### config.mk
export PLATFORM = sky130hd
export DESIGN_NAME = pac_motion
export DESIGN_NICKNAME = d
export VERILOG_FILES = /design/src/rtl/pac_pkg.sv /design/src/rtl/pac_btn_latch.sv /design/src/rtl/pac_motion.sv
export SDC_FILE = /design/constraint.sdc
export NUM_CORES = 1
export LEC_CHECK = 0
export CORE_ASPECT_RATIO = 1.4
export CORE_MARGIN = 2
export CORE_UTILIZATION = 40
export CTS_CLUSTER_DIAMETER = 60
export CTS_CLUSTER_SIZE = 12
export DETAILED_ROUTE_END_ITERATION = 8
export PLACE_DENSITY = 0.6
export SKIP_CTS_REPAIR_TIMING = 1
export SYNTH_ARGS = -nofsm -noshare
export SYNTH_HDL_FRONTEND = slang
export SYNTH_HIERARCHICAL = 1
export SYNTH_SLANG_ARGS = --single-unit
### constraint.sdc
create_clock -name clock -period 4.7 [get_ports clock]
set_clock_uncertainty 0.2 [all_clocks]
set_input_delay 0.47 -clock clock [delete_from_list [all_inputs] [get_ports clock]]
set_output_delay 0.47 -clock clock [all_outputs]
set_load 0.03 [all_outputs]
### src/rtl/pac_pkg.sv
// Shared constants and types for the Pac-Man movement controller:
// one-hot directions, FSM encoding and the candidate-position record.
package pac_pkg;

   localparam int COORD_W = 32;

   localparam logic [3:0] DIR_UP    = 4'b0001;
   localparam logic [3:0] DIR_LEFT  = 4'b0010;
   localparam logic [3:0] DIR_DOWN  = 4'b0100;
   localparam logic [3:0] DIR_RIGHT = 4'b1000;

   typedef enum logic [2:0] {
      ST_IDLE,
      ST_CHOOSE,
      ST_PROBE_REQ,
      ST_PROBE_CUR,
      ST_MOVE,
      ST_STOP
   } state_t;

   typedef struct packed {
      logic               out_of_range;
      logic [COORD_W-1:0] x;
      logic [COORD_W-1:0] y;
   } cand_t;

endpackage

### src/rtl/pac_btn_latch.sv
// Two-flop synchroniser for the four raw buttons followed by a sticky
// request register that the movement FSM clears once it has consumed it.
module pac_btn_latch
   import pac_pkg::*;
(
   input  logic       clock,
   input  logic       reset,
   input  logic [3:0] btn,
   input  logic       clear,
   output logic [3:0] req
);

   logic [3:0] sync1;
   logic [3:0] sync2;

   // A level still high during the clear cycle re-arms its bit immediately,
   // so a press coinciding with the clear is kept for the next evaluation.
   always_ff @(posedge clock or posedge reset) begin
      if (reset) begin
         sync1 <= '0;
         sync2 <= '0;
         req   <= '0;
      end else begin
         sync1 <= btn;
         sync2 <= sync1;
         req   <= clear ? sync2 : (req | sync2);
      end
   end

endmodule

### src/rtl/pac_motion.sv
// Pac-Man movement controller: frame divider, direction choice, maze-map
// probe handshake with tunnel wrap, and registered position/heading outputs.
module pac_motion
   import pac_pkg::*;
#(
   parameter int X_MIN    = 32,
   parameter int X_MAX    = 600,
   parameter int Y_MIN    = 32,
   parameter int Y_MAX    = 440,
   parameter int START_X  = 320,
   parameter int START_Y  = 240,
   parameter int STEP     = 4,
   parameter int MOVE_DIV = 2
)
(
   input  logic               clock,
   input  logic               reset,
   input  logic               frame_tick,
   input  logic               btn_up,
   input  logic               btn_left,
   input  logic               btn_down,
   input  logic               btn_right,
   output logic               probe_valid,
   output logic [COORD_W-1:0] probe_x,
   output logic [COORD_W-1:0] probe_y,
   input  logic               probe_done,
   input  logic               probe_blocked,
   output logic [COORD_W-1:0] pos1,
   output logic [COORD_W-1:0] pos2,
   output logic               up,
   output logic               left,
   output logic               down,
   output logic               right,
   output logic               moving,
   output logic               mouth_open
);

   localparam int DIV_W = (MOVE_DIV > 1) ? $clog2(MOVE_DIV) : 1;
   localparam logic [DIV_W-1:0]   DIV_LAST  = DIV_W'(MOVE_DIV - 1);
   localparam logic [COORD_W-1:0] X_MIN_C   = COORD_W'(X_MIN);
   localparam logic [COORD_W-1:0] X_MAX_C   = COORD_W'(X_MAX);
   localparam logic [COORD_W-1:0] Y_MIN_C   = COORD_W'(Y_MIN);
   localparam logic [COORD_W-1:0] Y_MAX_C   = COORD_W'(Y_MAX);
   localparam logic [COORD_W-1:0] STEP_C    = COORD_W'(STEP);
   localparam logic [COORD_W-1:0] START_X_C = COORD_W'(START_X);
   localparam logic [COORD_W-1:0] START_Y_C = COORD_W'(START_Y);

   state_t           state;
   logic [DIV_W-1:0] div_cnt;
   logic [3:0]       heading;
   logic [3:0]       move_dir;
   logic [3:0]       req;
   logic [3:0]       req_dir;
   cand_t            cand_req;
   cand_t            cand_cur;

   pac_btn_latch u_btn (
      .clock (clock),
      .reset (reset),
      .btn   ({btn_right, btn_down, btn_left, btn_up}),
      .clear (state == ST_CHOOSE),
      .req   (req)
   );

   // Horizontal moves wrap through the tunnel; vertical moves past the
   // playfield edge are refused here and never reach the map.
   function automatic cand_t step_from(input logic [3:0] dir,
                                       input logic [COORD_W-1:0] x,
                                       input logic [COORD_W-1:0] y);
      cand_t c;
      c.out_of_range = 1'b0;
      c.x = x;
      c.y = y;
      case (dir)
         DIR_UP:    if (y < Y_MIN_C + STEP_C) c.out_of_range = 1'b1;
                    else c.y = y - STEP_C;
         DIR_DOWN:  if (y + STEP_C > Y_MAX_C) c.out_of_range = 1'b1;
                    else c.y = y + STEP_C;
         DIR_LEFT:  c.x = (x < X_MIN_C + STEP_C) ? X_MAX_C : x - STEP_C;
         DIR_RIGHT: c.x = (x + STEP_C > X_MAX_C) ? X_MIN_C : x + STEP_C;
         default:   c.out_of_range = 1'b1;
      endcase
      return c;
   endfunction

   always_comb begin
      req_dir = heading;
      if (req[0])      req_dir = DIR_UP;
      else if (req[1]) req_dir = DIR_LEFT;
      else if (req[2]) req_dir = DIR_DOWN;
      else if (req[3]) req_dir = DIR_RIGHT;
      cand_req = step_from(req_dir, pos1, pos2);
      cand_cur = step_from(heading, pos1, pos2);
   end

   // probe_x/probe_y double as the pending step target, so MOVE copies
   // them straight into the position; PROBE_CUR re-raises valid after a gap.
   always_ff @(posedge clock or posedge reset) begin
      if (reset) begin
         state       <= ST_IDLE;
         div_cnt     <= '0;
         probe_valid <= 1'b0;
         probe_x     <= '0;
         probe_y     <= '0;
         pos1        <= START_X_C;
         pos2        <= START_Y_C;
         heading     <= DIR_RIGHT;
         move_dir    <= DIR_RIGHT;
         moving      <= 1'b0;
         mouth_open  <= 1'b0;
      end else begin
         case (state)
            ST_IDLE: begin
               if (frame_tick) begin
                  if (div_cnt == DIV_LAST) begin
                     div_cnt <= '0;
                     state   <= ST_CHOOSE;
                  end else begin
                     div_cnt <= div_cnt + 1'b1;
                  end
               end
            end
            ST_CHOOSE: begin
               if (!cand_req.out_of_range) begin
                  probe_x     <= cand_req.x;
                  probe_y     <= cand_req.y;
                  probe_valid <= 1'b1;
                  move_dir    <= req_dir;
                  state       <= ST_PROBE_REQ;
               end else if (req_dir != heading && !cand_cur.out_of_range) begin
                  probe_x     <= cand_cur.x;
                  probe_y     <= cand_cur.y;
                  probe_valid <= 1'b1;
                  move_dir    <= heading;
                  state       <= ST_PROBE_CUR;
               end else begin
                  state <= ST_STOP;
               end
            end
            ST_PROBE_REQ: begin
               if (probe_done) begin
                  probe_valid <= 1'b0;
                  if (!probe_blocked) begin
                     state <= ST_MOVE;
                  end else if (move_dir != heading && !cand_cur.out_of_range) begin
                     probe_x  <= cand_cur.x;
                     probe_y  <= cand_cur.y;
                     move_dir <= heading;
                     state    <= ST_PROBE_CUR;
                  end else begin
                     state <= ST_STOP;
                  end
               end
            end
            ST_PROBE_CUR: begin
               if (!probe_valid) begin
                  probe_valid <= 1'b1;
               end else if (probe_done) begin
                  probe_valid <= 1'b0;
                  state       <= probe_blocked ? ST_STOP : ST_MOVE;
               end
            end
            ST_MOVE: begin
               pos1       <= probe_x;
               pos2       <= probe_y;
               heading    <= move_dir;
               moving     <= 1'b1;
               mouth_open <= ~mouth_open;
               state      <= ST_IDLE;
            end
            ST_STOP: begin
               moving <= 1'b0;
               state  <= ST_IDLE;
            end
            default: state <= ST_IDLE;
         endcase
      end
   end

   assign up    = heading[0];
   assign left  = heading[1];
   assign down  = heading[2];
   assign right = heading[3];

endmodule

==> metrics.txt <==
outcome=finished clean; Hold Path Stages=0; Yosys top cell area share=0.329; Final Critical Period=4440 ps; cell family with most CP delay=simple AND/OR/NAND/NOR gates; drt total wl=38400 µm; core box area=27600 µm²; Top FF cell, synth=dfrtp_1; synthesized cell area=11200 µm²; hold_sp=u_btn/sync1[1]$_DFF_PP0_; # port buffers=143; Worst-Skew Late Latency=450 ps; diode count=0; overall routing resource usage=0.260; R2R cell count=10; DR WL/cell=20.9 µm; hold slack=146 ps; drt via density=6.29; root buffer cell=clkbuf_16; leakage=5.19 nW; setup TNS=0 ps; CTS H-tree depth=4; largest net degree at the start of global routing=74; vias=11600; CTS Buffer Depth=2; CP required=4850 ps; syn_nets=1396; Max IR drop VDD=0.377 mV; P per Cell Area=797 nW/µm²; initial antenna violation count=0; clock-pin slew on the worst setup and hold paths=60 ps; detailed placement HPWL=26800 µm; Layout Nets=1476; number of top-level pins=144; CTS tree=yes; Worst R2R Start=pos2[2]$_DFFE_PP0N_; R2R Setup Slk=260 ps; r2r endpoint=probe_y[8]$_DFFE_PP0P_; area grow syn2layout=22.6%; Inserted Clock Buffers=17; Warnings, synthesis=6; crit-path max FO=17; vias in the first global route=10800; DR pass1 iterations=5; total power=10.9 mW; Mapped Avg Cell Area=8.09 µm²; Yosys cell types=84; crit end category=flop; final cycle utilization of the critical path=0.945; clock sinks=155; first-pass GRT wire length=61400 µm; relative slew slack=0.387; Hold EP=u_btn/sync2[1]$_DFF_PP0_; Hold Vio Cnt, Final=0; main area contributors after synthesis=dfrtp_1 33%, mux2_2 5.8%, o21ai_0 5.8%; Row Count=72; Arrival @ worst endpoint=4600 ps; GP Congestion=0.922; post-synth top area cell=dfrtp_1; share of cells above drive strength 1=0.126; chip width=145 µm; Slew @ Worst Pin=911 ps; Starting Density=0.405; post-route ant nets=0; number of flops mapped to enable cells by yosys=0; final worst-path setup slack=257 ps; Synth Register Bits=155; CP max stage cell=or4_1; count leader, synth=dfrtp_1; dpl ws=332 ps; Final Max Slew Viols=0; Buf/Inv on CP=0; Critical Path Max Stage Delay=770 ps; Peak Freq=0.225 GHz; cells after synthesis=1381; RSZ-0062 raised after global routing=false; max-capacitance violation count=0; Post-synth top cells=147 x dfrtp_1, 145 x nand2_1, 130 x o21ai_0, 117 x clkbuf_1, 112 x nor2_1; hold crit path type=flop to flop; endpoints failing setup=0; crit-path cells=ha_1 -> and3_1 -> or3_1 -> a211o_1 -> o2bb2ai_1 -> or4_1 -> nor2_2 -> o221a_2 -> nand2_1 -> o221ai_1; Seq/Total Area, Yosys=0.348; grt total ovfl=0; ys async rst share=1.00; FILL cells=2754; die height=202 µm; critical path class=flop to flop; initial detailed-routing violation count=1014; DRC=0; Die Area=29300 µm²; crit start category=flop
## worst reg2reg max path, stage by stage, from the launching register on
cell and delay, ps:
dfrtp_1 440, ha_1 340, and3_1 270, or3_1 320, a211o_1 290, o2bb2ai_1 120, or4_1 770, nor2_2 530
o221a_2 610, nand2_1 230, o221ai_1 240
## layout by cell type, fill, tap and decap left out, types with 32 or more instances in the layout
| master | Yosys | layout |
|---|---|---|
| buf_4 | 0 | 55 |
| nor3_1 | 74 | 73 |
| nand2_1 | 145 | 145 |
| o21ai_0 | 130 | 130 |
| o31ai_1 | 53 | 52 |
| mux2_2 | 58 | 58 |
| a211oi_1 | 47 | 47 |
| a21oi_1 | 36 | 35 |
| dfrtp_1 | 147 | 147 |
| nor4_1 | 32 | 32 |
| nor2_1 | 112 | 111 |
| nand3_1 | 38 | 38 |
| clkdlybuf4s50_1 | 0 | 143 |
## area by class of cell
cell class | instances | area, µm² | area share
Multi-Input combinational cell | 1060 | 6690 | 0.488
Sequential cell | 155 | 3890 | 0.284
Timing Repair Buffer | 203 | 1940 | 0.142
Clock buffer | 24 | 512 | 0.0374
Tap cell | 370 | 463 | 0.0338
Clock inverter | 6 | 109 | 0.00795
Inverter | 24 | 95.1 | 0.00694
## stage by stage
stage / cell area (µm²) / utilization / std cells
2_1_floorplan: 11200 / - / 1381
4_1_cts: 13700 / 0.497 / 1842
3_5_place_dp: 13100 / 0.474 / 1812
6_report: 13700 / 0.497 / 1842
5_1_grt: 13700 / 0.497 / 1842
3_3_place_gp: 13100 / 0.474 / 1812
## cell families after synthesis
kind of cell | synth area share
buffers and inverters | 0.0578
multiplexers | 0.0647
AO/OA/AOI/OAI | 0.258
adder cells (fa/ha/maj) | 0.00672
flip-flops | 0.348
XOR/XNOR | 0.0243
AND/OR/NAND/NOR | 0.240
## state kept, by name (all words and copies together), names as in the netlist, 4 cells and up
name         cells
pos1            32
pos2            32
probe_x         32
probe_y         32
heading          4
move_dir         4
u_btn/req        4
u_btn/sync1      4
u_btn/sync2      4
## power by group
group	internal, mW	leakage [nW]	switching [mW]	total (mW)
sequential	1.85	1.97	0.929	2.78
clock	0.914	0.308	0.584	1.50
combinational	2.57	2.92	4.06	6.63
## worst max-delay path by stage
| stage | from | endpoint | slack [ps] | cells after the start |
|---|---|---|---|---|
| CTS | pos2[14]$_DFFE_PP0N_ | probe_y[8]$_DFFE_PP0P_ | 300 | 9 |
| global placement | pos2[14]$_DFFE_PP0N_ | probe_y[8]$_DFFE_PP0P_ | 440 | 9 |
| detailed placement | pos2[14]$_DFFE_PP0N_ | probe_y[8]$_DFFE_PP0P_ | 330 | 9 |
| finish | pos2[2]$_DFFE_PP0N_ | probe_y[8]$_DFFE_PP0P_ | 260 | 10 |
| global route | pos2[3]$_DFFE_PP0N_ | probe_y[4]$_DFFE_PP0P_ | 30 | 10 |
| floorplan | reset | div_cnt$_DFFE_PP0P_ | 210 | 1 |
## per-layer routing
| metal | part of all wire | GRT usage | vias up |
|---|---|---|---|
| li1 | - | - | 5363 |
| met1 | 0.40 | 0.318 | 5651 |
| met2 | 0.51 | 0.461 | 495 |
| met3 | 0.054 | 0.0351 | 76 |
| met4 | 0.032 | 0.105 | 0 |
| met5 | 0 | 0 | - |
Note: power is estimated with default switching activity, not from simulation.
